[config.mk]
export PLATFORM = sky130hd
export DESIGN_NAME = mmio_responder
export DESIGN_NICKNAME = d
export VERILOG_FILES = /design/src/rtl/mmio_responder_pkg.sv /design/src/rtl/mmio_responder_timer.sv /design/src/rtl/mmio_responder.sv
export SDC_FILE = /design/constraint.sdc
export NUM_CORES = 1
export LEC_CHECK = 0
export CAP_MARGIN = 0
export CELL_PAD_IN_SITES_DETAIL_PLACEMENT = 1
export CELL_PAD_IN_SITES_GLOBAL_PLACEMENT = 2
export CORE_MARGIN = 10
export CORE_UTILIZATION = 40
export CTS_BUF_LIST = sky130_fd_sc_hd__clkbuf_4 sky130_fd_sc_hd__clkbuf_8
export CTS_CLUSTER_SIZE = 16
export DETAILED_ROUTE_END_ITERATION = 12
export DONT_BUFFER_PORTS = 1
export PLACE_DENSITY_LB_ADDON = 0.1
export SLEW_MARGIN = 10
export SYNTH_ARGS = -nofsm -noshare
export SYNTH_HDL_FRONTEND = slang
export SYNTH_SLANG_ARGS = --single-unit
export TNS_END_PERCENT = 100
[constraint.sdc]
create_clock -name clk -period 2.7 [get_ports clk]
set_clock_uncertainty 0.15 [all_clocks]
set_input_delay 0.54 -clock clk [delete_from_list [all_inputs] [get_ports clk]]
set_output_delay 0.54 -clock clk [all_outputs]
set_load 0.02 [all_outputs]
[src/rtl/mmio_responder_pkg.sv]
// Shared definitions for the MMIO responder: register offsets, CTRL/STATUS bit
// positions and handshake FSM encoding.
package mmio_responder_pkg;

    typedef enum logic {
        ST_IDLE = 1'b0,
        ST_RESP = 1'b1
    } state_t;

    localparam int OFF_IN     = 0;
    localparam int OFF_OUT    = 1;
    localparam int OFF_EDGE   = 2;
    localparam int OFF_TIMER  = 3;
    localparam int OFF_CMP    = 4;
    localparam int OFF_STATUS = 5;
    localparam int OFF_CTRL   = 6;
    localparam int NUM_REGS   = 7;

    localparam int CTRL_TMR_EN  = 0;
    localparam int CTRL_CMP_IE  = 1;
    localparam int CTRL_EDGE_IE = 2;
    localparam int CTRL_W       = 3;

    localparam int STAT_CMP_HIT   = 0;
    localparam int STAT_EDGE_PEND = 1;

    localparam logic [31:0] CMP_RST = 32'hFFFF_FFFF;

endpackage

[src/rtl/mmio_responder_timer.sv]
// Prescaled 32-bit up-counter with compare register and sticky CMP_HIT flag.
module mmio_responder_timer
    import mmio_responder_pkg::*;
#(
    parameter int PRESCALE = 1
) (
    input  logic        clk,
    input  logic        rst,
    input  logic        en,
    input  logic        load,
    input  logic [31:0] load_val,
    input  logic        cmp_we,
    input  logic [31:0] cmp_val,
    input  logic        hit_clr,
    output logic [31:0] timer,
    output logic [31:0] cmp,
    output logic        hit
);

    localparam int PW = (PRESCALE > 1) ? $clog2(PRESCALE) : 1;

    logic [PW-1:0] pcnt;
    logic          tick;
    logic          hit_set;

    assign tick    = en && (pcnt == PW'(PRESCALE - 1));
    assign hit_set = en && (timer == cmp);

    always_ff @(posedge clk) begin
        if (rst) begin
            pcnt  <= '0;
            timer <= '0;
            cmp   <= CMP_RST;
            hit   <= 1'b0;
        end else begin
            // A bus load overrides the tick that might land on the same edge
            if (load) begin
                timer <= load_val;
                pcnt  <= '0;
            end else if (en) begin
                pcnt <= tick ? '0 : pcnt + 1'b1;
                if (tick) timer <= timer + 32'd1;
            end
            if (cmp_we) cmp <= cmp_val;
            hit <= (hit & ~hit_clr) | hit_set;
        end
    end

endmodule

[src/rtl/mmio_responder.sv]
// MMIO target on the cpu data bus: synchronised input port with sticky edge
// flags, output port, prescaled timer with compare, and a level interrupt.
module mmio_responder
    import mmio_responder_pkg::*;
#(
    parameter int              ADDR_W     = 4,
    parameter int              IO_W       = 32,
    parameter int              PRESCALE   = 1,
    parameter logic [IO_W-1:0] IO_OUT_RST = '0
) (
    input  logic              clk,
    input  logic              rst,
    input  logic              req,
    input  logic              we,
    input  logic [ADDR_W-1:0] addr,
    input  logic [31:0]       wdata,
    output logic [31:0]       rdata,
    output logic              ack,
    output logic              err,
    input  logic [IO_W-1:0]   io_in,
    output logic [IO_W-1:0]   io_out,
    output logic              irq
);

    state_t state, state_nxt;

    logic [31:0]       addr_ext;
    logic              accept, wr, mapped;
    logic              sel_out, sel_edge, sel_timer, sel_cmp, sel_status, sel_ctrl;
    logic [IO_W-1:0]   sync1, sync2, sync3;
    logic [IO_W-1:0]   edge_q, edge_clr, out_q;
    logic [CTRL_W-1:0] ctrl_q;
    logic [31:0]       timer, cmp;
    logic              cmp_hit;
    logic [31:0]       rd_val, rdata_q;
    logic              err_q, irq_q;

    assign addr_ext   = 32'(addr);
    assign accept     = (state == ST_IDLE) && req;
    assign wr         = accept && we;
    assign mapped     = addr_ext < 32'(NUM_REGS);
    assign sel_out    = wr && (addr_ext == 32'(OFF_OUT));
    assign sel_edge   = wr && (addr_ext == 32'(OFF_EDGE));
    assign sel_timer  = wr && (addr_ext == 32'(OFF_TIMER));
    assign sel_cmp    = wr && (addr_ext == 32'(OFF_CMP));
    assign sel_status = wr && (addr_ext == 32'(OFF_STATUS));
    assign sel_ctrl   = wr && (addr_ext == 32'(OFF_CTRL));
    assign edge_clr   = sel_edge ? wdata[IO_W-1:0] : '0;

    always_comb begin
        state_nxt = state;
        case (state)
            ST_IDLE: if (req) state_nxt = ST_RESP;
            ST_RESP: state_nxt = ST_IDLE;
            default: state_nxt = ST_IDLE;
        endcase
    end

    // Read mux sees pre-edge register values, so the snapshot is taken at accept
    always_comb begin
        rd_val = '0;
        case (addr_ext)
            32'(OFF_IN):     rd_val = 32'(sync2);
            32'(OFF_OUT):    rd_val = 32'(out_q);
            32'(OFF_EDGE):   rd_val = 32'(edge_q);
            32'(OFF_TIMER):  rd_val = timer;
            32'(OFF_CMP):    rd_val = cmp;
            32'(OFF_STATUS): begin
                rd_val[STAT_CMP_HIT]   = cmp_hit;
                rd_val[STAT_EDGE_PEND] = |edge_q;
            end
            32'(OFF_CTRL):   rd_val = 32'(ctrl_q);
            default:         rd_val = '0;
        endcase
    end

    always_ff @(posedge clk) begin
        if (rst) begin
            state   <= ST_IDLE;
            rdata_q <= '0;
            err_q   <= 1'b0;
        end else begin
            state <= state_nxt;
            if (accept) begin
                err_q   <= !mapped;
                rdata_q <= (we || !mapped) ? '0 : rd_val;
            end
        end
    end

    always_ff @(posedge clk) begin
        if (rst) begin
            sync1  <= '0;
            sync2  <= '0;
            sync3  <= '0;
            edge_q <= '0;
            out_q  <= IO_OUT_RST;
            ctrl_q <= '0;
            irq_q  <= 1'b0;
        end else begin
            sync1  <= io_in;
            sync2  <= sync1;
            sync3  <= sync2;
            // New rise wins over a W1C clear of the same bit
            edge_q <= (edge_q & ~edge_clr) | (sync2 & ~sync3);
            if (sel_out)  out_q  <= wdata[IO_W-1:0];
            if (sel_ctrl) ctrl_q <= wdata[CTRL_W-1:0];
            irq_q <= (cmp_hit & ctrl_q[CTRL_CMP_IE]) | ((|edge_q) & ctrl_q[CTRL_EDGE_IE]);
        end
    end

    mmio_responder_timer #(
        .PRESCALE (PRESCALE)
    ) u_timer (
        .clk      (clk),
        .rst      (rst),
        .en       (ctrl_q[CTRL_TMR_EN]),
        .load     (sel_timer),
        .load_val (wdata),
        .cmp_we   (sel_cmp),
        .cmp_val  (wdata),
        .hit_clr  (sel_status && wdata[STAT_CMP_HIT]),
        .timer    (timer),
        .cmp      (cmp),
        .hit      (cmp_hit)
    );

    assign ack    = (state == ST_RESP);
    assign rdata  = ack ? rdata_q : '0;
    assign err    = ack & err_q;
    assign io_out = out_q;
    assign irq    = irq_q;

endmodule

==> results.cfg, run 1 <==
[cells_and_area]
area_growth_pct = 27.1
fin_util = 0.520
layout.nets = 1496
finalInstanceArea_um2 = 14100
layoutNonFillerInstCount = 1826
drive_gt1_frac = 0.0991

[global_routing]
antenna_found_initial = 1
overflow = 0
grt_pass1_wl_mm = 59.7
grt_max_degree = 120
grt_pass1_vias = 10147
track_usage = 0.211

[sta]
hold_viol = 0
min_period_over_period = 0.941
fmax_mhz = 393
setup_viol = 0
worst_pin_slew_ps = 756
relSlewSlack = 0.496
whs_ps = 23.8
drv_slew = 0
period_minus_slack_ps = 2540
worst_slack_ps = 159

[synth]
ys.flop_type = dfxtp_1
yosysWarnings = 0
syn_inst = 1270
ys_seq_area_frac = 0.475
ys_async_sr_fraction = 0
syn_nets = 1343
synth_compound_area_frac = 0.125
synth.avg_cell_area_um2 = 8.76
synth_cell_types = 56
yosys.area_share.xor_xnor = 0.0488
synthAdderAreaFrac = 0.00112
yosys.area_share.simple = 0.275
syn_area_um2 = 11100
synth-edff-count = 0
synth_top_family_by_area = simple AND/OR/NAND/NOR gates
ys_ff_latch = 264
synthMuxAreaShare = 0.0337

[placed_design]
portBuffers = 0
place_congestion = 0.783
dp_hpwl_mm = 24.0
dp_slack_ps = 417
placed_cells_incl_taps = 1573
postPlaceCellArea_um2 = 11400

[clock_tree]
h-tree-depth = 2
clock-sinks = 264
cts_buffers = 47
insertion_delay_ps = 550
cts_tree = done
cts_root_buf = clkbuf_8
max-clock-path-buffers = 3
clkSlewWorstSetupHoldPaths_ps = 60

[critical_path]
cp-end-kind = register
worstPathRequired_ps = 3040
crit_path_max_fanout = 10
crit_type = reg -> reg
critPathLaunchType = register
crit_arrival_ps = 2890

[detailed_routing]
drcViolationCount = 0
routed.top_layer = met4
dr.pass1.iters = 5
wl_met1_mm = 17.0
vias_per_cell = 5.34
routed_wirelength_mm = 38.1
ant_nets = 0
route.met2.wl_mm = 18.1
vias = 9752
drt_iter0_drc = 539
wl_met3_mm = 2.28
routedWlPerCell_um = 20.9

[die]
die_x_um = 187
die_y_um = 187
core-area_um2 = 27200
fp-row-count = 60
initial_core_util = 0.409
pin_count = 139
die-area_um2 = 34900

[power_and_ir_drop]
leakage_nw = 5.64
p_int_mw = 6.64
p_sw_frac = 0.228
comb_power_share = 0.062
p_clk_frac = 0.465
max-vdd-ir-drop_mv = 0.347
switchingPower_mw = 1.96
p_per_area_nw_per_um2 = 608
seqPwrFrac = 0.473

[min_path]
worstHoldPathType = in -> reg

[job]
maxCapViolCount = 0

[outcome]
outcome = finished clean
[logic make-up (layout without fill, tap and decap cells)]
family	after synthesis	in the layout
multiplexers	36	36
flip-flops	264	264
other	0	1
AND/OR/NAND/NOR	602	602
buffers and inverters	102	285
adder cells (fa/ha/maj)	1	1
AO/OA/AOI/OAI	203	203
XOR/XNOR	62	62
[per-layer routing]
metal  vias to the layer above  GRT usage
met5                         -          0
met4                         0     0.0555
met3                        56     0.0493
met2                       231      0.347
met1                      4819      0.272
li1                       4646          -
[metrics by stage]
| step | setup TNS [ps] | total power [mW] |
|---|---|---|
| 6_report | 0 | 8.60 |
| 5_1_grt | -18.8 | 8.97 |
| 4_1_cts | 0 | 8.68 |
| 3_5_place_dp | 0 | 4.51 |
| 3_3_place_gp | 0 | 4.50 |
| 2_1_floorplan | 0 | 4.44 |
[critical path, cell delays in order, from the launching register on]
cell and delay (ps):
dfxtp_1 490, and4_2 330, nand4_4 240, buf_4 220, nor3_2 180, xnor2_1 80, a211oi_1 220, dlygate4sd3_1 570
[layout make-up]
type | instances | area (um^2)
fill | 3140 | 13000
multi-input combinational | 904 | 5400
sequential | 264 | 5290
timing repair buffer | 202 | 1950
clock buffer | 77 | 985
tap | 372 | 465
clock inverter | 2 | 35.0
inverter | 4 | 15.0
antenna | 1 | 2.50
[synthesized netlist by cell type (6+ instances only)]
master | count | share of area
a211oi_1 | 29 | 0.020
a21oi_1 | 67 | 0.030
a22oi_1 | 61 | 0.041
and2_1 | 35 | 0.020
and3_1 | 8 | 0.0045
and4_1 | 7 | 0.0055
buf_2 | 19 | 0.0085
clkbuf_1 | 68 | 0.023
dfxtp_1 | 264 | 0.48
mux2i_1 | 33 | 0.030
nand2_1 | 206 | 0.070
nand3_1 | 46 | 0.021
nand4_1 | 13 | 0.0073
nor2_1 | 107 | 0.036
nor2b_1 | 135 | 0.076
nor3_1 | 6 | 0.0027
nor4_1 | 15 | 0.0084
o221ai_1 | 29 | 0.023
xnor2_1 | 36 | 0.028
xor2_1 | 26 | 0.020
[worst paths after layout]
path / start / endpoint / slack, ps / cells past startpoint
worst min-delay path: wdata[0] / u_timer.timer[0] / 20 / 2
worst min register to register: sync1[16] / sync2[16] / 290 / 1
worst max register to register: u_timer.timer[8] / u_timer.timer[27] / 160 / 7
worst max-delay path: u_timer.timer[8] / u_timer.timer[27] / 160 / 7
[power by group through the flow]
stage | sequential (mW) | clock, mW | combinational (mW)
global placement | 4.15 | 0 | 0.342
floorplan | 4.13 | 0 | 0.316
detailed placement | 4.16 | 0 | 0.350
finish | 4.07 | 4.00 | 0.532
global route | 4.08 | 4.30 | 0.580
CTS | 4.07 | 4.08 | 0.526
[state kept, by name, indices dropped and copies added, names as in the netlist, 3 cells and up]
register and cells:
u_timer.cmp 32, sync1 32, sync2 32, ctrl_q 3
io_out 32, rdata_q 32, u_timer.timer 32, sync3 32
edge_q 32
[timing repair]
action	4_1_cts	5_1_grt
gates resized for setup	0	5
setup endpoints to repair	0	3
endpoints found under the hold margin	262	0
buffers inserted	0	6
hold buffers	167	0
[cell usage in the layout, fill, tap and decap left out, types with 35 or more instances in the layout]
master / instances
dfxtp_1: 261
and2_1: 35
dlygate4sd3_1: 166
buf_4: 35
a22oi_1: 61
nor2b_1: 133
clkbuf_8: 65
nand3_1: 46
nor2_1: 107
xnor2_1: 36
nand2_1: 206
a21oi_1: 67
No activity file was read; power rests on OpenSTA's default activity.
==> run 2: changes to the inputs <==
SLEW_MARGIN = not set   (was 10)
==> results of run 2 <==
The final DEF is identical to that of run 1; final timing and power are the same.
